File: config.mk
export PLATFORM = sky130hd
export DESIGN_NAME = fetch_unit
export DESIGN_NICKNAME = d
export VERILOG_FILES = /design/src/rtl/fetch_unit.sv
export SDC_FILE = /design/constraint.sdc
export NUM_CORES = 1
export LEC_CHECK = 0
export ABC_AREA = 1
export CAP_MARGIN = 20
export CORE_MARGIN = 4
export CORE_UTILIZATION = 44
export CTS_CLUSTER_SIZE = 28
export DETAILED_ROUTE_END_ITERATION = 12
export PLACE_DENSITY = 0.78
export SYNTH_ARGS = -nofsm -noshare
export SYNTH_HDL_FRONTEND = slang
export SYNTH_SLANG_ARGS = --single-unit
File: constraint.sdc
create_clock -name clk -period 2.6 [get_ports clk]
set_clock_uncertainty 0.1 [all_clocks]
set_input_delay 0.39 -clock clk [delete_from_list [all_inputs] [get_ports clk]]
set_output_delay 0.39 -clock clk [all_outputs]
set_load 0.05 [all_outputs]
File: src/rtl/fetch_unit.sv
// Instruction-fetch / PC-sequencing stage: fetches one word per instruction over a
// req/ready handshake, holds it for the decoder, and picks the next PC on completion.
module fetch_unit #(
   parameter logic [31:0] RESET_PC = 32'h0000_0000
) (
   input  logic        clk,
   input  logic        rst_n,
   output logic        imem_req,
   output logic [31:0] imem_addr,
   input  logic        imem_ready,
   input  logic [31:0] imem_rdata,
   output logic [31:0] instr,
   output logic        instr_valid,
   output logic [5:0]  op_o,
   output logic [5:0]  funct_o,
   output logic [31:0] pc,
   output logic [31:0] pc_plus4,
   input  logic        exec_done,
   input  logic        jump,
   input  logic        jr,
   input  logic        beq,
   input  logic        bne,
   input  logic        blez,
   input  logic        bgtz,
   input  logic        alu_zero,
   input  logic [31:0] rs_data,
   output logic        fetch_err,
   output logic [31:0] retired
);

   localparam logic [1:0] ST_RESET = 2'd0;
   localparam logic [1:0] ST_FETCH = 2'd1;
   localparam logic [1:0] ST_EXEC  = 2'd2;
   localparam logic [1:0] ST_ERR   = 2'd3;

   logic [1:0]  state;
   logic [31:0] next_pc;
   logic [31:0] branch_target;
   logic [31:0] jump_target;
   logic        taken;

   assign pc_plus4    = pc + 32'd4;
   assign imem_req    = (state == ST_FETCH);
   assign imem_addr   = pc;
   assign instr_valid = (state == ST_EXEC);
   assign op_o        = instr[31:26];
   assign funct_o     = instr[5:0];

   assign branch_target = pc_plus4 + {{14{instr[15]}}, instr[15:0], 2'b00};
   assign jump_target   = {pc_plus4[31:28], instr[25:0], 2'b00};

   always_comb begin
      // NOTE: every variable gets a default first so no path leaves it unassigned (no latch).
      taken   = (beq  &  alu_zero)
              | (bne  & ~alu_zero)
              | (blez & ($signed(rs_data) <= 32'sd0))
              | (bgtz & ($signed(rs_data) >  32'sd0));
      next_pc = pc_plus4;
      if (jr)         next_pc = rs_data;
      else if (jump)  next_pc = jump_target;
      else if (taken) next_pc = branch_target;
   end

   // A misaligned target is only reachable through jr; it parks the unit in ERR
   // with pc frozen on the offending instruction for post-mortem inspection.
   always_ff @(posedge clk or negedge rst_n) begin
      if (!rst_n) begin
         state     <= ST_RESET;
         pc        <= RESET_PC;
         instr     <= 32'h0;
         retired   <= 32'h0;
         fetch_err <= 1'b0;
      end else begin
         // NOTE: sequential state uses non-blocking assignments so all registers update together.
         case (state)
            ST_RESET: state <= ST_FETCH;
            ST_FETCH: begin
               if (imem_ready) begin
                  instr <= imem_rdata;
                  state <= ST_EXEC;
               end
            end
            ST_EXEC: begin
               if (exec_done) begin
                  retired <= retired + 32'd1;
                  if (next_pc[1:0] != 2'b00) begin
                     fetch_err <= 1'b1;
                     state     <= ST_ERR;
                  end else begin
                     pc    <= next_pc;
                     state <= ST_FETCH;
                  end
               end
            end
            ST_ERR:  state <= ST_ERR;
            default: state <= ST_ERR;
         endcase
      end
   end

endmodule

==> metrics list <==
* Final hold violation count: 0
- Yosys printed 0 warnings.
* CTS root buffer: sky130_fd_sc_hd__clkbuf_16
* Largest net degree at the start of global routing: 54
- Worst-path clk slew: 0.09 ns
- The number of clock buffers added by TritonCTS is 9.
* Buf/Inv on CP: 4
- STA classifies the critical path endpoint as a register.
- Leaving out fill and tap cells, the most frequent cell in the layout is sky130_fd_sc_hd__nand2_1.
- Setup-violating endpoint count in the final report: 41
- Insertion delay of the later-clocked pin in the worst-skew pair: 0.38 ns
- The number of antenna diodes in the final layout is 0.
- Tightest Hold Check Type: reg -> reg
* Synth Net Count: 1369
- In the routed design, unresolved DRC markers number 0.
- Placed Cells incl. Taps: 1931
* Maximum VDD drop: 0.000919 V
* Final cell utilization of the core: 82.3%
* Setup repair after global routing missed its margin: true
- Post-route ant nets: 0
- For this run, the post-layout net count is 1843.
- Of the cells placed in the final design, the portion with a size suffix greater than 1 is 39.2%.
* Area Overhead vs Synth: 82.9%
- Final wirelength: 40900 µm
- For this block, the initial DRC count from the detailed router was 1302.
- The largest individual stage delay along the critical path comes from the cell sky130_fd_sc_hd__dfrtp_2.
* Dpl hpwl: 27700 µm
- Counting stages on the worst path, the most repeated cell is sky130_fd_sc_hd__nand2_1.
- Delay contributed by the slowest stage of the critical path: 0.39 ns
- WP data arrival: 3.40 ns
- CTS Sinks: 99
- The initialized floorplan defines 50 standard-cell rows.
* Maximum buffer depth of the clock tree: 2
* Placer congestion estimate: 0.965
* Cells traversed along the worst timing path: buf_4 -> nand2_1 -> nor2_1 -> inv_1 -> nor2_1 -> nand2_1 -> nand2_2 -> clkinvlp_4 -> ha_4 -> nand2_1 -> nand2_2 -> inv_1 -> nand2_1 -> a21oi_2 -> nand3_1 -> nand2_1 -> nand2_1 -> nand2_1 -> nand2_2 -> nand2_1 -> nand3_1 -> nand2_1 -> nand2_1
- First-pass GRT wire length: 57700 µm
- Counting I/O delays and the setup requirement, the final critical path takes 3.22 ns.
- The worst setup path is of the reg -> reg kind.
- A synthesized cell averages 6.75 µm².
- Max-slew violations: 0
- Post-layout instance area: 15500 µm²
- Setup slack on the critical path of the routed design comes to -0.618 ns.
- Based on the critical path, the design can be clocked at up to 0.311 GHz.
- In this run the static leakage power is 0.00755 µW.
- After detailed routing, the number of vias per cell comes to 5.55.
- In this run the tool buffered the top-level ports with 249 buffer cells.
* Sequential element share of the synthesized area: 29.2%
* Critical path's top delay family: simple AND/OR/NAND/NOR gates
* Period utilization: 124%
- Violated checks: negative setup slack
- IO Count: 250
* Commonest cells after routing, fill and taps aside: 339 x sky130_fd_sc_hd__nand2_1, 237 x sky130_fd_sc_hd__buf_4, 217 x sky130_fd_sc_hd__clkdlybuf4s50_1
- For the pin with the worst max-slew slack, the measured transition is 0.725 ns.
- TritonCTS built the clock tree.
- First-pass detailed-route iteration total: 6
- The critical path crosses 23 cells after its start point.
- Htree depth: 3
- Height of the die: 147 µm
- Overall Global Routing Usage: 33.6%
- Number of register bits inferred by synthesis: 99
- After floorplanning, the core was sized to cover 18800 µm².
- Post-Syn Area: 8480 µm²
* Netlist cell types: 43
- Maximum capacitance violations: 0
- WP data required: 2.78 ns
* Hold Path Depth: 1
- Counting cells, the worst reg-to-reg path comes to 23.
- Via count: 11072
- Result of the run: finished, violations left
* CP Max Fanout: 6
- The floorplan step defined a die boundary enclosing 21500 µm².
* Element type at the critical path start: register
- Antenna violations before repair: 0
- Headroom to the max-slew limit came out at 51.6%.
* Average wire length per cell after detail routing: 20.5 µm
- Once the floorplan was initialized, standard cells occupied 45.0% of the core.
* Overflow left after global routing: 0
- The finished layout holds 1994 standard cells, fillers aside.
* Syn Inst Count: 1255
* Vias in the first global route: 10835
- Pwr Density: 1530 nW/µm²
* Instance area at placement: 13400 µm²
- X dimension of the die: 147 µm
- Timing analysis after detailed placement gives a worst setup slack of -0.737 ns.
[registers in the layout, summed over array words and instances (netlist names)]
register	flops
imem_addr	32
instr	32
fetch_err	1
state	2
retired	32
[cells in the mapped netlist]
cell | n | share of area (%)
sky130_fd_sc_hd__nand3b_1 | 2 | 0.18
sky130_fd_sc_hd__mux2i_1 | 1 | 0.12
sky130_fd_sc_hd__buf_6 | 2 | 0.27
sky130_fd_sc_hd__or2_2 | 5 | 0.37
sky130_fd_sc_hd__o21ai_0 | 7 | 0.41
sky130_fd_sc_hd__and2_1 | 2 | 0.15
sky130_fd_sc_hd__nand3_1 | 67 | 4.0
sky130_fd_sc_hd__nor3_4 | 3 | 0.58
sky130_fd_sc_hd__nor3_1 | 17 | 1.0
sky130_fd_sc_hd__fa_1 | 1 | 0.24
sky130_fd_sc_hd__a22oi_1 | 2 | 0.18
sky130_fd_sc_hd__a21boi_0 | 2 | 0.18
sky130_fd_sc_hd__mux2_2 | 31 | 4.1
sky130_fd_sc_hd__xnor2_1 | 26 | 2.7
sky130_fd_sc_hd__o21bai_1 | 4 | 0.35
sky130_fd_sc_hd__inv_2 | 2 | 0.089
sky130_fd_sc_hd__clkinv_1 | 1 | 0.044
sky130_fd_sc_hd__nor2_4 | 3 | 0.40
sky130_fd_sc_hd__nand2_2 | 1 | 0.074
sky130_fd_sc_hd__buf_4 | 47 | 4.2
sky130_fd_sc_hd__clkbuf_1 | 17 | 0.75
sky130_fd_sc_hd__inv_1 | 158 | 7.0
sky130_fd_sc_hd__dfrtp_1 | 99 | 29
sky130_fd_sc_hd__and2_0 | 1 | 0.074
sky130_fd_sc_hd__nor2_8 | 2 | 0.47
sky130_fd_sc_hd__or2_0 | 1 | 0.074
sky130_fd_sc_hd__nor4_1 | 5 | 0.37
sky130_fd_sc_hd__buf_2 | 2 | 0.12
sky130_fd_sc_hd__nand2_1 | 432 | 19
sky130_fd_sc_hd__o211ai_1 | 6 | 0.53
sky130_fd_sc_hd__nand4_1 | 26 | 1.9
sky130_fd_sc_hd__nor3_2 | 2 | 0.24
sky130_fd_sc_hd__nand4_4 | 2 | 0.50
sky130_fd_sc_hd__ha_1 | 38 | 5.6
sky130_fd_sc_hd__nor2_2 | 1 | 0.074
sky130_fd_sc_hd__nand3_2 | 4 | 0.47
sky130_fd_sc_hd__and3_1 | 1 | 0.074
sky130_fd_sc_hd__nand2_4 | 2 | 0.27
sky130_fd_sc_hd__a31oi_1 | 2 | 0.15
sky130_fd_sc_hd__nor2_1 | 127 | 5.6
sky130_fd_sc_hd__xor2_1 | 39 | 4.0
sky130_fd_sc_hd__a221oi_1 | 2 | 0.21
sky130_fd_sc_hd__a21oi_1 | 60 | 3.5
[path summary, 6_finish.rpt]
path                            slack (ns)          start       endpoint
min in group asynchronous             0.52          rst_n       instr[0]
worst min register to register        0.39    retired[31]    retired[31]
max in group asynchronous             1.16          rst_n      instr[20]
worst max register to register       -0.62  imem_addr[15]  imem_addr[23]
worst max-delay path                 -0.62  imem_addr[15]  imem_addr[23]
worst min-delay path                  0.39    retired[31]    retired[31]
[final cells by class]
cell class | instances | area, µm²
clock inverter | 7 | 76.3
clock buffer | 9 | 225
inverter | 161 | 619
timing repair buffer | 531 | 5090
sequential | 99 | 2530
multi-input combinational | 927 | 6630
fill | 1084 | 3330
tap | 260 | 325
[through the flow]
step                      TNS, ns  power (µW)  hold slack [ns]
final                      -13.69       23800            0.385
after global routing       -17.29       24700            0.400
after CTS                   -8.27       21400            0.387
after detailed placement   -11.49       18100            0.366
after global placement     -10.21       17900            0.359
after floorplan            -10.60       11800         -0.00559
[what timing repair did]
action	in CTS	in global routing
resized for setup	186	149
pin swaps	90	95
endpoints found under the setup margin	39	41
hold endpoints to repair	36	0
hold buffers	1	0
setup buffers	22	32
[report_power, final]
part           total, µW  internal (µW)  leakage (µW)  switching, µW
combinational      19600           8110       0.00619          11500
clock               1440            689      0.000149            752
sequential          2750           2080       0.00121            674
total              23800          10900       0.00755          12900
[per-layer routing]
layer | share of wire (%) | GRT usage (%) | vias to the layer above
met3 | 10 | 7.43 | 241
met2 | 47 | 57.0 | 746
li1 | - | - | 4861
met1 | 37 | 41.7 | 5224
met4 | 6.1 | 12.9 | 0
met5 | 0 | 0 | -
[kinds of logic (layout without fill, tap and decap cells)]
| family | Yosys count | after routing | share of synthesized area [%] |
|---|---|---|---|
| xor+xnor | 65 | 65 | 6.72 |
| simple gates | 706 | 706 | 36.0 |
| flops | 99 | 99 | 29.2 |
| fa+ha+maj | 39 | 39 | 5.85 |
| buf+inv | 229 | 708 | 12.4 |
| mux | 32 | 32 | 4.24 |
| compound gates | 85 | 85 | 5.55 |
Note: power is estimated with default switching activity, not from simulation.
